<file path="src/rtl/i2c_pkg.sv">
// Shared types and constants for the single-byte I2C master.
// Imported by the tick generator, the master FSM and the bench.
package i2c_pkg;

    typedef enum logic [3:0] {
        S_IDLE,
        S_START,
        S_ADDR,
        S_ADDR_ACK,
        S_WDATA,
        S_WDATA_ACK,
        S_RDATA,
        S_RDATA_ACK,
        S_STOP
    } state_t;

    typedef enum logic [1:0] {
        Q0,
        Q1,
        Q2,
        Q3
    } phase_t;

    localparam logic [6:0] TARGET_ADDR = 7'h20;

endpackage

</file>
<file path="src/rtl/i2c_master_if.sv">
// Request/status and open-drain bus signals of the I2C master.
// master = the controller side, slave = the user/bus side.
interface i2c_master_if;

    logic       start_req;
    logic       rw;
    logic [6:0] addr;
    logic [7:0] wr_data;
    logic       SDA_in;
    logic       SCL_out;
    logic       SDA_out;
    logic       busy;
    logic       done;
    logic       nack_err;
    logic [7:0] rd_data;

    modport master (
        input  start_req, rw, addr, wr_data, SDA_in,
        output SCL_out, SDA_out, busy, done, nack_err, rd_data
    );

    modport slave (
        output start_req, rw, addr, wr_data, SDA_in,
        input  SCL_out, SDA_out, busy, done, nack_err, rd_data
    );

endinterface

</file>
<file path="src/rtl/i2c_tick_gen.sv">
// Quarter-period timing: DIV clocks per quarter, four quarters per
// bit slot, and a 0-7 bit counter for the multi-slot byte states.
import i2c_pkg::*;

module i2c_tick_gen #(
    parameter int DIV = 4
) (
    input  logic   clock,
    input  logic   reset,
    input  logic   clear,
    input  logic   run,
    input  logic   count_en,
    output phase_t quarter,
    output logic   tick,
    output logic   slot_end,
    output logic   last_bit
);

    localparam int CW = $clog2(DIV);

    logic [CW-1:0] div_cnt;
    logic [2:0]    bit_cnt;

    assign tick     = run && (div_cnt == CW'(DIV - 1));
    assign slot_end = tick && (quarter == Q3);
    assign last_bit = (bit_cnt == 3'd7);

    // bit_cnt falls back to 0 in single-slot states so every byte starts at bit 0
    always_ff @(posedge clock or posedge reset) begin
        if (reset) begin
            div_cnt <= '0;
            quarter <= Q0;
            bit_cnt <= '0;
        end else if (clear) begin
            div_cnt <= '0;
            quarter <= Q0;
            bit_cnt <= '0;
        end else if (run) begin
            div_cnt <= tick ? '0 : div_cnt + 1'b1;
            if (tick)
                quarter <= phase_t'(quarter + 2'd1);
            if (slot_end)
                bit_cnt <= count_en ? bit_cnt + 3'd1 : 3'd0;
        end
    end

endmodule

</file>
<file path="src/rtl/i2c_master.sv">
// Single-byte I2C master: START, address+rw, one data byte
// (write or read with final NACK), STOP; aborts on NACK.
import i2c_pkg::*;

module i2c_master #(
    parameter int DIV = 4
) (
    input  logic         clock,
    input  logic         reset,
    i2c_master_if.master bus
);

    state_t     state;
    state_t     state_nx;
    phase_t     quarter;
    logic       tick;
    logic       slot_end;
    logic       last_bit;
    logic       run;
    logic       accept;
    logic       sample;
    logic       count_en;
    logic       armed;
    logic       sda_s;
    logic       rw_q;
    logic       done_q;
    logic       nack_q;
    logic       scl;
    logic       sda;
    logic [7:0] tx_sr;
    logic [7:0] wdata_q;
    logic [7:0] rx_sr;
    logic [7:0] rd_q;

    assign run      = (state != S_IDLE);
    assign accept   = (state == S_IDLE) && armed && bus.start_req;
    assign sample   = tick && (quarter == Q2);
    assign count_en = state inside {S_ADDR, S_WDATA, S_RDATA};

    i2c_tick_gen #(.DIV(DIV)) u_tick (
        .clock    (clock),
        .reset    (reset),
        .clear    (accept),
        .run      (run),
        .count_en (count_en),
        .quarter  (quarter),
        .tick     (tick),
        .slot_end (slot_end),
        .last_bit (last_bit)
    );

    always_ff @(posedge clock or posedge reset) begin
        if (reset)
            state <= S_IDLE;
        else
            state <= state_nx;
    end

    always_comb begin
        state_nx = state;
        if (accept) begin
            state_nx = S_START;
        end else if (slot_end) begin
            case (state)
                S_START:     state_nx = S_ADDR;
                S_ADDR:      if (last_bit) state_nx = S_ADDR_ACK;
                S_ADDR_ACK:  state_nx = sda_s ? S_STOP
                                      : (rw_q ? S_RDATA : S_WDATA);
                S_WDATA:     if (last_bit) state_nx = S_WDATA_ACK;
                S_WDATA_ACK: state_nx = S_STOP;
                S_RDATA:     if (last_bit) state_nx = S_RDATA_ACK;
                S_RDATA_ACK: state_nx = S_STOP;
                S_STOP:      state_nx = S_IDLE;
                default:     state_nx = state;
            endcase
        end
    end

    // ACK, read and read-NACK slots keep SDA released
    always_comb begin
        scl = 1'b1;
        sda = 1'b1;
        unique case (state)
            S_IDLE: begin
                scl = 1'b1;
                sda = 1'b1;
            end
            S_START: begin
                scl = 1'b1;
                sda = ~quarter[1];
            end
            S_STOP: begin
                scl = (quarter != Q0);
                sda = quarter[1];
            end
            S_ADDR, S_WDATA: begin
                scl = quarter[1];
                sda = tx_sr[7];
            end
            default: begin
                scl = quarter[1];
                sda = 1'b1;
            end
        endcase
    end

    // armed blocks a request on the first edge after reset release
    always_ff @(posedge clock or posedge reset) begin
        if (reset) begin
            armed   <= 1'b0;
            done_q  <= 1'b0;
            nack_q  <= 1'b0;
            rd_q    <= 8'h00;
            tx_sr   <= 8'h00;
            wdata_q <= 8'h00;
            rx_sr   <= 8'h00;
            rw_q    <= 1'b0;
            sda_s   <= 1'b1;
        end else begin
            armed  <= 1'b1;
            done_q <= (state == S_STOP) && slot_end;
            if (accept) begin
                tx_sr   <= {bus.addr, bus.rw};
                wdata_q <= bus.wr_data;
                rw_q    <= bus.rw;
                nack_q  <= 1'b0;
            end
            if (sample) begin
                sda_s <= bus.SDA_in;
                if (state == S_RDATA)
                    rx_sr <= {rx_sr[6:0], bus.SDA_in};
            end
            if (slot_end) begin
                if (state == S_ADDR && last_bit)
                    tx_sr <= wdata_q;
                else if (state inside {S_ADDR, S_WDATA})
                    tx_sr <= {tx_sr[6:0], 1'b0};
                if (state == S_RDATA && last_bit)
                    rd_q <= rx_sr;
                if ((state inside {S_ADDR_ACK, S_WDATA_ACK}) && sda_s)
                    nack_q <= 1'b1;
            end
        end
    end

    assign bus.SCL_out  = scl;
    assign bus.SDA_out  = sda;
    assign bus.busy     = run;
    assign bus.done     = done_q;
    assign bus.nack_err = nack_q;
    assign bus.rd_data  = rd_q;

endmodule

</file>
<file path="src/flat_wrapper.sv">
// flat-port wrapper written by rule: the top's interface ports become plain ports
module i2c_master_flat 
#(
    parameter int DIV = 4
)
  (clock, reset, bus_start_req, bus_rw, bus_addr, bus_wr_data, bus_SDA_in, bus_SCL_out, bus_SDA_out, bus_busy, bus_done, bus_nack_err, bus_rd_data);
  i2c_master_if bus_i ();
  input  logic clock;
  input  logic reset;
  input wire logic [$bits(bus_i.start_req)-1:0] bus_start_req;
  input wire logic [$bits(bus_i.rw)-1:0] bus_rw;
  input wire logic [$bits(bus_i.addr)-1:0] bus_addr;
  input wire logic [$bits(bus_i.wr_data)-1:0] bus_wr_data;
  input wire logic [$bits(bus_i.SDA_in)-1:0] bus_SDA_in;
  output wire logic [$bits(bus_i.SCL_out)-1:0] bus_SCL_out;
  output wire logic [$bits(bus_i.SDA_out)-1:0] bus_SDA_out;
  output wire logic [$bits(bus_i.busy)-1:0] bus_busy;
  output wire logic [$bits(bus_i.done)-1:0] bus_done;
  output wire logic [$bits(bus_i.nack_err)-1:0] bus_nack_err;
  output wire logic [$bits(bus_i.rd_data)-1:0] bus_rd_data;
  assign bus_i.start_req = bus_start_req;
  assign bus_i.rw = bus_rw;
  assign bus_i.addr = bus_addr;
  assign bus_i.wr_data = bus_wr_data;
  assign bus_i.SDA_in = bus_SDA_in;
  assign bus_SCL_out = bus_i.SCL_out;
  assign bus_SDA_out = bus_i.SDA_out;
  assign bus_busy = bus_i.busy;
  assign bus_done = bus_i.done;
  assign bus_nack_err = bus_i.nack_err;
  assign bus_rd_data = bus_i.rd_data;
  i2c_master #(.DIV(DIV)) u_core (.clock(clock), .reset(reset), .bus(bus_i));
endmodule
</file>
<file path="config.mk">
export PLATFORM = sky130hd
export DESIGN_NAME = i2c_master_flat
export DESIGN_NICKNAME = d
export VERILOG_FILES = /design/src/rtl/i2c_pkg.sv /design/src/rtl/i2c_master_if.sv /design/src/rtl/i2c_tick_gen.sv /design/src/rtl/i2c_master.sv /design/src/flat_wrapper.sv
export SDC_FILE = /design/constraint.sdc
export NUM_CORES = 1
export LEC_CHECK = 0
export ABC_AREA = 1
export CAP_MARGIN = 10
export CORE_UTILIZATION = 46
export CTS_CLUSTER_SIZE = 10
export DETAILED_ROUTE_END_ITERATION = 8
export GPL_TIMING_DRIVEN = 0
export PLACE_DENSITY = 0.74
export SYNTH_ARGS = -nofsm -noshare
export SYNTH_HDL_FRONTEND = slang
export SYNTH_SLANG_ARGS = --single-unit
export TNS_END_PERCENT = 20
</file>
<file path="constraint.sdc">
create_clock -name clock -period 1.6 [get_ports clock]
set_clock_uncertainty 0.15 [all_clocks]
set_input_delay 0.16 -clock clock [delete_from_list [all_inputs] [get_ports clock]]
set_output_delay 0.16 -clock clock [all_outputs]
set_load 0.02 [all_outputs]
</file>
==> metrics.md <==
| Metric | Value |
|---|---|
| Status | `finished with violations` |
| Failing checks | `setup timing` |
| Final ANT Viol Nets | `0` |
| Dpl cells | `404` |
| Area delta synth->final | `35.7%` |
| Final setup viols | `40` |
| Worst Hold Endpoint | `u_core.wdata_q[7]$_DFFE_PP0P_` |
| Tot Pwr | `2070 µW` |
| Drt wl/cell | `13.1 µm` |
| Drt total wl | `5.69 mm` |
| Clock buffer depth | `2` |
| Core Box Area | `between 5000 and 6000 µm²` |
| Number of buffers and inverters on the critical path | `2` |
| Worst hold path type | `in2reg` |
| Pre-CTS setup slack | `-598 ps` |
| Slew Limit Fails | `0` |
| Launching element type of the critical path | `flop` |
| Fin crit share | `118%` |
| Root buffer cell | `clkbuf_8` |
| Hold Fails Final Rpt | `0` |
| Placer Congestion | `0.870` |
| Maximum Capacitance Violations | `0` |
| Fin worst setup slack | `-287 ps` |
| Vias per cell | `~5` |
| Slowest stage delay, CP | `490 ps` |
| Crit-path max FO | `4` |
| Non-Filler Instances | `433` |
| Diode count | `0` |
| Yosys reg bits | `48` |
| Total GRT Usage | `21.7%` |
| CTS tree | `yes` |
| Cell chain of the critical path | `nor2_4 > nand2_2 > nand2_4 > inv_4 > o211ai_1 > buf_4` |
| RSZ-0062 raised after global routing | `true` |
| Vias | `2180` |
| Sequential element share of the synthesized area | `about half` |
| Min cycle time layout | `1890 ps` |
| Worst setup path startpoint | `u_core.state[0]$_DFFE_PP0P_` |
| Synth Area per Inst | `8.05 µm²` |
| Post-Syn Area | `2420 µm²` |
| Commonest non-fill, non-tap cells in the layout | `nand2_1 (93), dfrtp_1 (43), inv_1 (32)` |
| Min-delay src | `bus_wr_data[7]` |
| Most common cell after layout, fill and taps aside | `nand2_1` |
| Top Family by Delay on Critical Path | `flip-flops` |
| R2R depth | `8` |
| Initial antenna violation count | `0` |
| Share of cells above drive strength 1 | `22.0%` |
| Unique masters post-synth | `27` |
| DRC violations left | `0` |
| Inserted Clock Buffers | `5` |
| Static Leak | `0.00171 µW` |
| Net count after synthesis | `327` |
| Vias in the first global route | `2040` |
| Skew-Pair Late Insertion Delay | `approximately 300 ps` |
| Crit-path slowest cell | `dfrtp_2` |
| Post-route design area | `3290 µm²` |
| PwrDens | `about 630 nW/µm²` |
| Fillers | `423` |
| Cell Rows | `26` |
| CP Depth | `6` |
| Starting Density | `between 40% and 50%` |
| YS warnings | `0` |
| Die Y | `74.6 µm` |
| Die W | `between 70 and 80 µm` |
| DPL Wire Length | `3.51 mm` |
| Worst vdd ir | `0.339 mV` |
| Worst Setup End Kind | `primary output` |
| H-tree depth | `2` |
| Cell Area, Placed | `2860 µm²` |
| Worst R2R Start | `u_core.state[0]$_DFFE_PP0P_` |
| Arrival time at the worst endpoint | `1580 ps` |
| I/O Buffers | `32` |
| DIE AREA | `~5600 µm²` |
| Worst Path Required | `1290 ps` |
| Global route overflow | `0` |
| Largest net degree at the start of global routing | `slightly above 40` |
| Clock-pin slew on the worst setup and hold paths | `about 90 ps` |
| Sink Count | `48` |
| Global-route wire length before repair | `9.06 mm` |
| Drt pass-1 iters | `5` |
| Peak Freq | `~0.53 GHz` |
| WHS Path Cells | `3` |
| Gate Count Post-Synth | `301` |
| Reg2reg end | `u_core.bus.rd_data[6]$_DFFE_PP0P_` |
| Final net count | `approximately 390` |
| Reg2Reg Setup Slack | `-230 ps` |
| I/O pins | `33` |
| DR iter-0 viols | `between 100 and 150` |
| Crit path kind | `reg2out` |
-- cell type report --
| type | instances | area (µm²) | share of cell area, % |
|---|---|---|---|
| clock buffers | 6 | 82.6 | 2.51 |
| inverters | 38 | 153 | 4.64 |
| repair buffers | 54 | 518 | 15.8 |
| clock inverters | 2 | 15.0 | 0.457 |
| multi-input cells | 209 | 1150 | 35.1 |
| flip-flops and latches | 48 | 1210 | 36.7 |
| well taps | 70 | 87.6 | 2.66 |
| plain buffers | 6 | 71.3 | 2.17 |
-- state kept, by name, summed over array words and instances, names as in the netlist, 2 cells and up --
signal	cells
u_core.tx_sr	8
u_core.state	4
u_core.rx_sr	8
u_core.wdata_q	8
u_core.bus.rd_data	8
u_core.u_tick.div_cnt	2
u_core.u_tick.bit_cnt	3
u_core.u_tick.quarter	2
-- what timing repair did --
item | in CTS | in global routing
hold buffers | 1 | 0
setup buffers | 14 | 4
pin swaps | 9 | 11
hold endpoints to repair | 8 | 0
cloned | 1 | 1
endpoints found under the setup margin | 47 | 53
gates resized for setup | 48 | 24
-- worst min-delay path, cell delays in order --
cell and delay, ps:
clkdlybuf4s50_1 390, nand2_1 60, nand2_1 40
-- per-layer routing --
| layer | wire, µm | global-route usage (%) | vias to the layer above |
|---|---|---|---|
| met4 | 174 | 9.43 | 0 |
| met5 | 0 | 0 | - |
| li1 | - | - | 1084 |
| met1 | 2430 | 26.0 | 1009 |
| met2 | 2850 | 37.9 | 70 |
| met3 | 225 | 4.07 | 17 |
-- synthesized netlist by cell type --
| cell type | n | share of area [%] |
|---|---|---|
| ha_1 | 6 | 3.1 |
| o21ai_1 | 2 | 0.41 |
| o22ai_1 | 1 | 0.26 |
| o211ai_1 | 4 | 1.2 |
| o31ai_1 | 2 | 0.62 |
| dfrtp_1 | 47 | 49 |
| buf_6 | 1 | 0.46 |
| nand3_2 | 3 | 1.2 |
| o21ai_0 | 25 | 5.2 |
| nand2_1 | 100 | 15 |
| nand3_1 | 23 | 4.8 |
| nand2_4 | 1 | 0.46 |
| nor2_2 | 4 | 1.0 |
| dfstp_2 | 1 | 1.1 |
| conb_1 | 1 | 0.15 |
| inv_1 | 36 | 5.6 |
| nor2_1 | 14 | 2.2 |
| clkbuf_1 | 1 | 0.15 |
| inv_2 | 2 | 0.31 |
| nor3_4 | 1 | 0.67 |
| nand2_2 | 2 | 0.52 |
| buf_4 | 1 | 0.31 |
| nand4_1 | 3 | 0.77 |
| buf_2 | 3 | 0.62 |
| nor2_4 | 4 | 1.9 |
| o21ai_2 | 2 | 0.72 |
| a21oi_1 | 11 | 2.3 |
-- where the power goes --
group | internal [µW] | switching, µW | total [µW] | leakage (µW)
Sequential | 1220 | 1.44 | 1220 | 0.000580
Clock | 350 | 417 | 767 | 0.0000434
Combinational | 48.4 | 36.0 | 84.4 | 0.00109
-- worst max path at each step --
stage	slack [ps]	to
3_5_place_dp	-600	bus_SDA_out
3_3_place_gp	-930	u_core.state[3]$_DFFE_PP0P_
4_1_cts	-240	bus_SDA_out
2_1_floorplan	-40	bus_SDA_out
5_1_grt	-340	bus_SDA_out
6_report	-290	bus_SDA_out
-- per-stage QoR --
| stage | utilization (%) | setup TNS [ps] | hold slack (ps) |
|---|---|---|---|
| after floorplan | - | -38.9 | 120 |
| after global placement | 55.9 | -43240 | 309 |
| after detailed placement | 56.3 | -6160 | 261 |
| after CTS | 62.7 | -2760 | 228 |
| after global routing | 64.8 | -8590 | 261 |
| final | 64.8 | -5110 | 229 |
-- kinds of logic after synthesis --
kind of cell,Yosys count,synth area share [%]
other cells,1,0.155
buf+inv,44,7.44
fa+ha+maj,6,3.10
compound gates,47,10.7
flops,48,49.6
simple gates,155,29.0
No activity file was read; power rests on OpenSTA's default activity.
